`src/rtl/riscv_pkg.sv`:
```
// rtl/riscv_pkg.sv - shared register-file sizing for the Part1 RISC-V datapath
// Contents: default DATA_W/NREGS, REG_ZERO index, and the register-address
// width function used by decode, the ALU operand mux and the register file.
package riscv_pkg;

  localparam int DATA_W_DEF = 8;
  localparam int NREGS_DEF  = 8;
  localparam int REG_ZERO   = 0;

  // Register-index width; NREGS is a power of two >= 2, so this is never 0.
  function automatic int addr_w(input int nregs);
    return (nregs > 1) ? $clog2(nregs) : 1;
  endfunction

endpackage

```
`src/rtl/reg_file_if.sv`:
```
// rtl/reg_file_if.sv - register-file access bus (one write port, two read ports)
// Signals: we, wr_addr, wr_data  - write port (driven by the write-back stage)
//          rd_addr_a, rd_addr_b  - read indices (driven by decode)
//          rd_data_a, rd_data_b  - read data (driven by the register file)
//          wr_count              - committed non-zero-register write count (debug)
// Modports: master = datapath side, slave = register file side.
interface reg_file_if
  import riscv_pkg::*;
#(
  parameter int DATA_W = DATA_W_DEF,
  parameter int NREGS  = NREGS_DEF
);

  localparam int AW = addr_w(NREGS);

  logic              we;
  logic [AW-1:0]     wr_addr;
  logic [DATA_W-1:0] wr_data;
  logic [AW-1:0]     rd_addr_a;
  logic [AW-1:0]     rd_addr_b;
  logic [DATA_W-1:0] rd_data_a;
  logic [DATA_W-1:0] rd_data_b;
  logic [7:0]        wr_count;

  modport master (
    output we, wr_addr, wr_data, rd_addr_a, rd_addr_b,
    input  rd_data_a, rd_data_b, wr_count
  );

  modport slave (
    input  we, wr_addr, wr_data, rd_addr_a, rd_addr_b,
    output rd_data_a, rd_data_b, wr_count
  );

endinterface

```
`src/rtl/reg_file.sv`:
```
// rtl/reg_file.sv - architectural register file, x0 hard-wired to zero
// Ports: clk - rising-edge clock
//        rst - asynchronous active-high reset (clears registers and wr_count)
//        bus - reg_file_if.slave: one synchronous write port, two
//              combinational read ports, wr_count debug counter
// BYPASS=1 forwards the in-flight write data to a matching read port.
module reg_file
  import riscv_pkg::*;
#(
  parameter int DATA_W = DATA_W_DEF,
  parameter int NREGS  = NREGS_DEF,
  parameter int BYPASS = 1
) (
  input logic       clk,
  input logic       rst,
  reg_file_if.slave bus
);

  localparam int AW = addr_w(NREGS);

  typedef logic [DATA_W-1:0] word_t;

  // Register 0 has no storage; the array starts at index 1.
  word_t      regs_q [1:NREGS-1];
  logic [7:0] wr_count_q;
  logic [7:0] wr_count_d;
  logic       wr_hit;

  // Writes to x0 are accepted on the bus but never commit.
  assign wr_hit     = bus.we && (bus.wr_addr != AW'(REG_ZERO));
  assign wr_count_d = wr_count_q + 8'd1;

  always_ff @(posedge clk or posedge rst) begin
    if (rst) begin
      for (int i = 1; i < NREGS; i++) begin
        regs_q[i] <= '0;
      end
      wr_count_q <= '0;
    end else if (wr_hit) begin
      for (int i = 1; i < NREGS; i++) begin
        if (bus.wr_addr == AW'(i)) begin
          regs_q[i] <= bus.wr_data;
        end
      end
      wr_count_q <= wr_count_d;
    end
  end

  // Shared read-port selection. Index 0 falls through the loop and the
  // bypass compare (wr_hit excludes x0), so it always returns zero. The
  // bypass path stays live during reset because it is purely combinational.
  function automatic word_t read_port(
    input word_t         regs [1:NREGS-1],
    input logic [AW-1:0] ra,
    input logic          hit,
    input logic [AW-1:0] wa,
    input word_t         wd
  );
    word_t v;
    v = '0;
    for (int i = 1; i < NREGS; i++) begin
      if (ra == AW'(i)) begin
        v = regs[i];
      end
    end
    if ((BYPASS != 0) && hit && (ra == wa)) begin
      v = wd;
    end
    return v;
  endfunction

  always_comb begin
    bus.rd_data_a = read_port(regs_q, bus.rd_addr_a, wr_hit, bus.wr_addr, bus.wr_data);
  end

  always_comb begin
    bus.rd_data_b = read_port(regs_q, bus.rd_addr_b, wr_hit, bus.wr_addr, bus.wr_data);
  end

  assign bus.wr_count = wr_count_q;

endmodule
```
`src/flat_wrapper.sv`:
```
// flat-port wrapper written by rule: the top's interface ports become plain ports
module reg_file_flat import riscv_pkg::*;
#(
  parameter int DATA_W = DATA_W_DEF,
  parameter int NREGS  = NREGS_DEF,
  parameter int BYPASS = 1
)
  (clk, rst, bus_we, bus_wr_addr, bus_wr_data, bus_rd_addr_a, bus_rd_addr_b, bus_rd_data_a, bus_rd_data_b, bus_wr_count);
  reg_file_if #(.DATA_W(DATA_W), .NREGS(NREGS)) bus_i ();
  input logic clk;
  input logic rst;
  input wire logic [$bits(bus_i.we)-1:0] bus_we;
  input wire logic [$bits(bus_i.wr_addr)-1:0] bus_wr_addr;
  input wire logic [$bits(bus_i.wr_data)-1:0] bus_wr_data;
  input wire logic [$bits(bus_i.rd_addr_a)-1:0] bus_rd_addr_a;
  input wire logic [$bits(bus_i.rd_addr_b)-1:0] bus_rd_addr_b;
  output wire logic [$bits(bus_i.rd_data_a)-1:0] bus_rd_data_a;
  output wire logic [$bits(bus_i.rd_data_b)-1:0] bus_rd_data_b;
  output wire logic [$bits(bus_i.wr_count)-1:0] bus_wr_count;
  assign bus_i.we = bus_we;
  assign bus_i.wr_addr = bus_wr_addr;
  assign bus_i.wr_data = bus_wr_data;
  assign bus_i.rd_addr_a = bus_rd_addr_a;
  assign bus_i.rd_addr_b = bus_rd_addr_b;
  assign bus_rd_data_a = bus_i.rd_data_a;
  assign bus_rd_data_b = bus_i.rd_data_b;
  assign bus_wr_count = bus_i.wr_count;
  reg_file #(.DATA_W(DATA_W), .NREGS(NREGS), .BYPASS(BYPASS)) u_core (.clk(clk), .rst(rst), .bus(bus_i));
endmodule
```
`config.mk`:
```
export PLATFORM = sky130hd
export DESIGN_NAME = reg_file_flat
export DESIGN_NICKNAME = d
export VERILOG_FILES = /design/src/rtl/riscv_pkg.sv /design/src/rtl/reg_file_if.sv /design/src/rtl/reg_file.sv /design/src/flat_wrapper.sv
export SDC_FILE = /design/constraint.sdc
export NUM_CORES = 1
export LEC_CHECK = 0
export ABC_AREA = 1
export BUFFER_PORTS_ARGS = -buffer_cell sky130_fd_sc_hd__buf_2
export CAP_MARGIN = 5
export CORE_MARGIN = 4
export CORE_UTILIZATION = 55
export DETAILED_ROUTE_END_ITERATION = 6
export PLACE_DENSITY = 0.87
export SYNTH_ARGS = -nofsm -noshare
export SYNTH_HDL_FRONTEND = slang
export SYNTH_SLANG_ARGS = --single-unit
export TNS_END_PERCENT = 20
```
`constraint.sdc`:
```
create_clock -name clk -period 4.85 [get_ports clk]
set_clock_uncertainty 0.15 [all_clocks]
set_input_delay 0.2425 -clock clk [delete_from_list [all_inputs] [get_ports clk]]
set_output_delay 0.2425 -clock clk [all_outputs]
set_load 0.03 [all_outputs]
```
==> results.py, run 1 <==
metrics = {
    "run_status": {
        "outcome": "completed",
    },
    "global_routing": {
        "grt_pass1_vias": 3711,
        "grt_first_pass_wirelength_um": 17400,
        "antenna_found_initial": 0,
        "grtUsageTotal_pct": 26.0,
        "overflow": 0,
        "grt_max_degree": 65,
    },
    "route": {
        "dr.pass1.iters": 7,
        "finalWirelength_um": 10200,
        "vias_per_cell": 5.73,
        "antenna_left": 0,
        "wl_per_cell_um": 15.0,
        "drt_drc_violations_left": 0,
        "initialDrtViolationCount": 496,
        "vias": 3917,
    },
    "placed_design": {
        "hpwl_um": 7390,
        "placedCellCount": 667,
        "io_buffers": 43,
        "gp_congestion": 0.938,
    },
    "clocking": {
        "cts_tree": "built",
        "clock_path_buffers": 2,
        "postCtsResizedCells": 0,
        "cts_buffers": 9,
        "htree_levels": 3,
        "clk_latency_ns": 0.34,
        "cts.reportedPaths.clkPinSlew_ns": 0.06,
        "root_buffer": "clkbuf_8",
        "cts.sink_count": 64,
    },
    "sta": {
        "hold_ws_ns": 0.104,
        "max_freq_mhz": 441,
        "drv_slew": 0,
        "slew_headroom_pct": 47.7,
        "rsz0062_at_grt": "no",
        "setup_viol": 0,
        "hold_viol_final": 0,
        "fin_tns_setup_ns": 0,
        "fin_crit_sh_pct": 46.7,
        "tightest_slew_ns": 0.785,
        "min_period_ns": 2.27,
    },
    "floorplan": {
        "die_x_um": 91.5,
        "die_height_um": 91.5,
        "io_pins": 44,
        "start_util_pct": 56.4,
        "dieArea_um2": 8370,
        "core_area_um2": 6790,
        "placementRows": 30,
    },
    "worst_setup_path": {
        "cpPeakStageDelay_ns": 0.34,
        "startpoint": "bus_rd_addr_b[0]",
        "required_ns": 4.46,
        "crit_path_end_kind": "output port",
        "cp_cell_sequence": "buf_2 -> inv_1 -> nor2_1 -> o21ai_0 -> nand2_1 -> nand2_1 -> nand4_1 -> nand2_1 -> nand2_1 -> buf_2",
        "critical_path.most_common_cell": "nand2_1",
        "critical_path_class": "input port to output port",
        "critPathMaxFanout": 18,
        "crit_family": "buffers and inverters",
        "worstPathArrival_ns": 1.87,
        "r2r-start": "u_core.bus.wr_count[2]$_DFFE_PP0P_",
        "path_buf_inv": 3,
        "critPathLaunchType": "input port",
        "cp_slowest_cell": "nor2_1",
    },
    "job": {
        "drv_cap": 0,
    },
    "final_layout": {
        "diodes": 0,
        "register_area_um2": 1600,
        "multi_input_area_um2": 1950,
        "final_net_count": 605,
        "final_cell_count_no_fill": 684,
        "drive_above_1_share_pct": 12.8,
        "syn_to_final_growth_pct": 9.59,
        "fill_cells": 577,
    },
    "yosys": {
        "yosys_warnings": 0,
        "ys_ff_latch": 64,
        "synth_nets": 573,
        "async_flop_share_pct": 100,
        "yosysUniqueCellTypes": 28,
        "synth_edf_count": 0,
        "ys.flop_type": "dfrtp_1",
        "avgSynthCellArea_um2": 6.95,
        "synthCells": 552,
        "ys_seq_area_share_pct": 41.8,
        "synth_area_um2": 3830,
    },
    "worst_hold_path": {
        "hp-start": "bus_we",
        "min_path_type": "input port to flop",
    },
    "power": {
        "powerDensity_nw_per_um2": 380,
        "peakVddDrop_mv": 0.272,
        "leakage_nw": 2.11,
    },
}
## report_power, final
| group | switching (W) | internal, W | total, W | leakage [nW] |
|---|---|---|---|---|
| combinational | 0.000307 | 0.000149 | 0.000456 | 1.24 |
| clock | 0.000199 | 0.000180 | 0.000379 | 0.0789 |
| sequential | 0.000114 | 0.000650 | 0.000764 | 0.792 |
## layout make-up
class                   instances  area share, %
inverters                      36           3.22
multi-input cells             427           46.4
clock buffers                  11           3.13
well taps                      96           2.86
clock inverters                 4          0.536
flip-flops and latches         64           38.1
repair buffers                 46           5.78
## placed cells by master (no fill, tap or decap), types with 5 or more instances in the layout
cell,instances
o21ai_0,83
clkbuf_8,9
nor2_1,64
nor3_1,15
nor2_2,6
nand4_1,25
nand2_1,191
a21oi_1,7
buf_2,43
inv_2,5
inv_1,28
dfrtp_1,64
xor2_1,7
nand3_1,16
## metal layers
layer | share of wire, % | track usage [%]
met5 | 0 | 0
met4 | 4.6 | 15.8
met3 | 9.8 | 5.30
met2 | 46 | 39.2
met1 | 39 | 34.4
## cell families after synthesis
group / count (synthesis) / share of synthesized area, %
and+or+nand+nor: 325 / 36.2
AOI/OAI and AO/OA: 90 / 11.7
DFF: 64 / 41.8
buffers and inverters: 61 / 7.41
xor gates and xnor gates: 10 / 2.28
muxes: 1 / 0.294
adders and majority gates: 1 / 0.326
## synth_stat cells (2+ instances only)
library cell  count  area share (%)
nor2_1           64             6.3
nand3_1          16             2.1
o21ai_0          83              11
xnor2_1           3            0.69
inv_2             4            0.39
buf_4             5            0.98
inv_1            29             2.8
xor2_1            7             1.6
buf_2             8             1.0
dfrtp_1          64              42
nand2_1         191              19
buf_6             2            0.59
nand2_2           2            0.33
a21oi_1           7            0.91
clkinv_1          3            0.29
nor3_1           15             2.0
nand4_1          25             4.1
nor2_2            6            0.98
clkbuf_1          9            0.88
## per-stage QoR
step           instance area [µm²]  total power, W  setup slack (ns)  utilization (%)
5_1_grt                       4200         0.00170              2.42             61.9
3_3_place_gp                  4030         0.00120              2.66             59.3
4_1_cts                       4200         0.00160              2.62             61.9
6_report                      4200         0.00160              2.58             61.9
2_1_floorplan                 3830         0.00107              2.86                -
3_5_place_dp                  4030         0.00122              2.63             59.3
## worst min-delay path: stages
cell and delay [ns]:
buf_2 0.12, nand2_4 0.12, xnor2_1 0.07
## worst paths after layout
kind                                                           end  slack (ns)  cells after the start
worst min-delay path            u_core.bus.wr_count[0]$_DFFE_PP0P_        0.10                      3
worst min register to register  u_core.bus.wr_count[5]$_DFFE_PP0P_        0.35                      1
max in group asynchronous            u_core.regs_q[44]$_DFFE_PP0P_        3.49                      4
worst max-delay path                              bus_rd_data_b[5]        2.58                     10
min in group asynchronous             u_core.regs_q[2]$_DFFE_PP0P_        0.52                      4
worst max register to register  u_core.bus.wr_count[5]$_DFFE_PP0P_        3.43                      4
## flip-flops by register name, summed over array words and instances, names as in the netlist
name                 count
u_core.bus.wr_count      8
u_core.regs_q           56
## repair_timing
| item | in CTS | in global routing |
|---|---|---|
| setup endpoints to repair | 0 | 0 |
| hold buffers | 2 | 0 |
| hold endpoints to repair | 17 | 0 |
| buffers inserted | 0 | 0 |
(Power assumes the default switching activity.)
==> run 2, diff against run 1 <==
Settings changed: CORE_UTILIZATION 55 to 53.
Clock period 4.85 ns to 1.83 ns, I/O delays scaled along.
==> results.py, run 2 (synthesis results as in run 1) <==
metrics = {
    "run_status": {
        "outcome": "completed",
    },
    "floorplan": {
        "start_util_pct": 55.5,
        "die_x_um": 93.1,
        "io_pins": 44,
        "core_area_um2": 6910,
        "placementRows": 30,
        "die_height_um": 93.1,
        "dieArea_um2": 8660,
    },
    "route": {
        "antenna_left": 0,
        "drt_drc_violations_left": 0,
        "initialDrtViolationCount": 395,
        "vias_per_cell": 5.63,
        "dr.pass1.iters": 5,
        "vias": 3933,
        "finalWirelength_um": 10500,
        "wl_per_cell_um": 15.1,
    },
    "final_layout": {
        "drive_above_1_share_pct": 14.8,
        "final_cell_count_no_fill": 699,
        "largest_reg_flops": 56,
        "layout_common_cells": "191 x nand2_1, 81 x o21ai_0, 64 x nor2_1, 64 x dfrtp_1, 43 x buf_2",
        "syn_to_final_growth_pct": 13.9,
        "layout_commonest_cell": "nand2_1",
        "final_net_count": 621,
        "diodes": 0,
        "regMostFlops": "u_core.regs_q",
    },
    "placed_design": {
        "hpwl_um": 7700,
        "gp_congestion": 0.886,
        "io_buffers": 43,
        "placedCellCount": 677,
    },
    "global_routing": {
        "antenna_found_initial": 0,
        "overflow": 0,
        "grt_pass1_vias": 3652,
        "grt_max_degree": 32,
        "grtUsageTotal_pct": 25.7,
        "grt_first_pass_wirelength_um": 17500,
    },
    "clocking": {
        "cts.reportedPaths.clkPinSlew_ns": 0.07,
        "cts.sink_count": 64,
        "clock_path_buffers": 2,
        "cts_buffers": 9,
        "htree_levels": 3,
        "root_buffer": "clkbuf_8",
        "clk_latency_ns": 0.33,
        "cts_tree": "built",
    },
    "worst_setup_path": {
        "critPathMaxFanout": 3,
        "reg2reg_slack_ns": 0.41,
        "crit_path_end_kind": "output port",
        "critical_path_class": "flop to output port",
        "cp_slowest_cell": "dfrtp_1",
        "path_buf_inv": 1,
        "crit_family": "compound AO/OA/AOI/OAI gates",
        "r2r-start": "u_core.bus.wr_count[0]$_DFFE_PP0P_",
        "critPathLaunchType": "flop",
        "required_ns": 1.59,
        "cp_cell_sequence": "o21ai_0 -> o21ai_0 -> nand2_1 -> nand2_1 -> nand2_1 -> nand2_1 -> buf_2",
        "cpPeakStageDelay_ns": 0.37,
        "r2r_cells": 6,
        "r2r-end": "u_core.bus.wr_count[6]$_DFFE_PP0P_",
        "worstPathArrival_ns": 1.51,
        "critical_path.most_common_cell": "nand2_1",
    },
    "power": {
        "powerDensity_nw_per_um2": 980,
        "peakVddDrop_mv": 0.931,
        "leakage_nw": 2.19,
    },
    "worst_hold_path": {
        "hp-start": "bus_wr_data[6]",
        "hold_depth": 3,
        "hold_end": "u_core.regs_q[6]$_DFFE_PP0P_",
        "min_path_type": "input port to flop",
    },
    "job": {
        "drv_cap": 0,
    },
    "sta": {
        "hold_viol_final": 0,
        "tightest_slew_ns": 0.622,
        "rsz0062_at_grt": "no",
        "fin_tns_setup_ns": 0,
        "setup_viol": 0,
        "drv_slew": 0,
        "max_freq_mhz": 572,
        "slew_headroom_pct": 58.4,
        "min_period_ns": 1.75,
        "fin_crit_sh_pct": 95.5,
    },
}
run 2: cell types whose count changed in the layout (fill, tap and decap cells not counted), moves of 2 or more:
cell	before	now
buf_4	1	13
dlygate4sd3_1	2	4
clkinv_2	3	1
o21ai_0	83	81
o21ai_1	0	2
buf_12	0	2
run 2: timing repair:
item,CTS,global route
hold buffers,4,0
resized for setup,0,6
hold endpoints to repair,28,0
endpoints found under the setup margin,0,9
buffers inserted,0,4
run 2: area by class of cell:
class                           count  area [µm²]
Timing Repair Buffer               62         393
Clock buffer                       13         149
Sequential cell                    64        1600
Clock inverter                      1        5.00
Multi-Input combinational cell    427        1960
Inverter                           36         143
Fill cell                         617        2540
Tap cell                           96         120
run 2: how the worst max path moves through the flow:
stage	depth (start not counted)	end	start
after floorplan	6	u_core.bus.wr_count[6]$_DFFE_PP0P_	u_core.bus.wr_count[0]$_DFFE_PP0P_
after global placement	11	bus_rd_data_a[1]	bus_rd_addr_a[1]
after detailed placement	11	bus_rd_data_a[1]	bus_rd_addr_a[1]
after CTS	11	bus_rd_data_a[1]	bus_rd_addr_a[1]
after global routing	9	bus_rd_data_b[3]	bus_rd_addr_b[2]
final	7	bus_rd_data_a[2]	u_core.regs_q[50]$_DFFE_PP0P_
run 2: per-layer routing:
layer	vias up	wire length, µm	GRT usage, %
li1	1883	-	-
met5	-	0	0
met3	27	896	4.67
met4	0	263	9.52
met1	1826	4380	33.6
met2	197	5000	42.5
run 2: metrics by stage:
| stage | cell area [µm²] | util, % | power [W] | worst slack, ns | hold slack, ns |
|---|---|---|---|---|---|
| 2_1_floorplan | 3840 | - | 0.00285 | 0.304 | 0.0625 |
| 3_3_place_gp | 4130 | 59.8 | 0.00320 | 0.164 | 0.0451 |
| 3_5_place_dp | 4130 | 59.8 | 0.00325 | 0.100 | 0.0560 |
| 4_1_cts | 4330 | 62.6 | 0.00427 | 0.0996 | 0.0178 |
| 5_1_grt | 4370 | 63.2 | 0.00452 | 0.00437 | 0.0439 |
| 6_report | 4370 | 63.2 | 0.00428 | 0.0816 | 0.0289 |
run 2: worst register-to-register path: cells and delay by family (launching register included):
kind	cells	cell delay, ns
buffers and inverters	1	0.04
adder cells (fa/ha/maj)	1	0.16
flip-flops	1	0.40
AND/OR/NAND/NOR	3	0.37
AO/OA/AOI/OAI	1	0.18
run 2: power breakdown:
group	switching [W]	internal, W	leakage, nW
clock network	0.000503	0.000513	0.0794
registers	0.000301	0.00172	0.792
logic	0.000820	0.000421	1.32
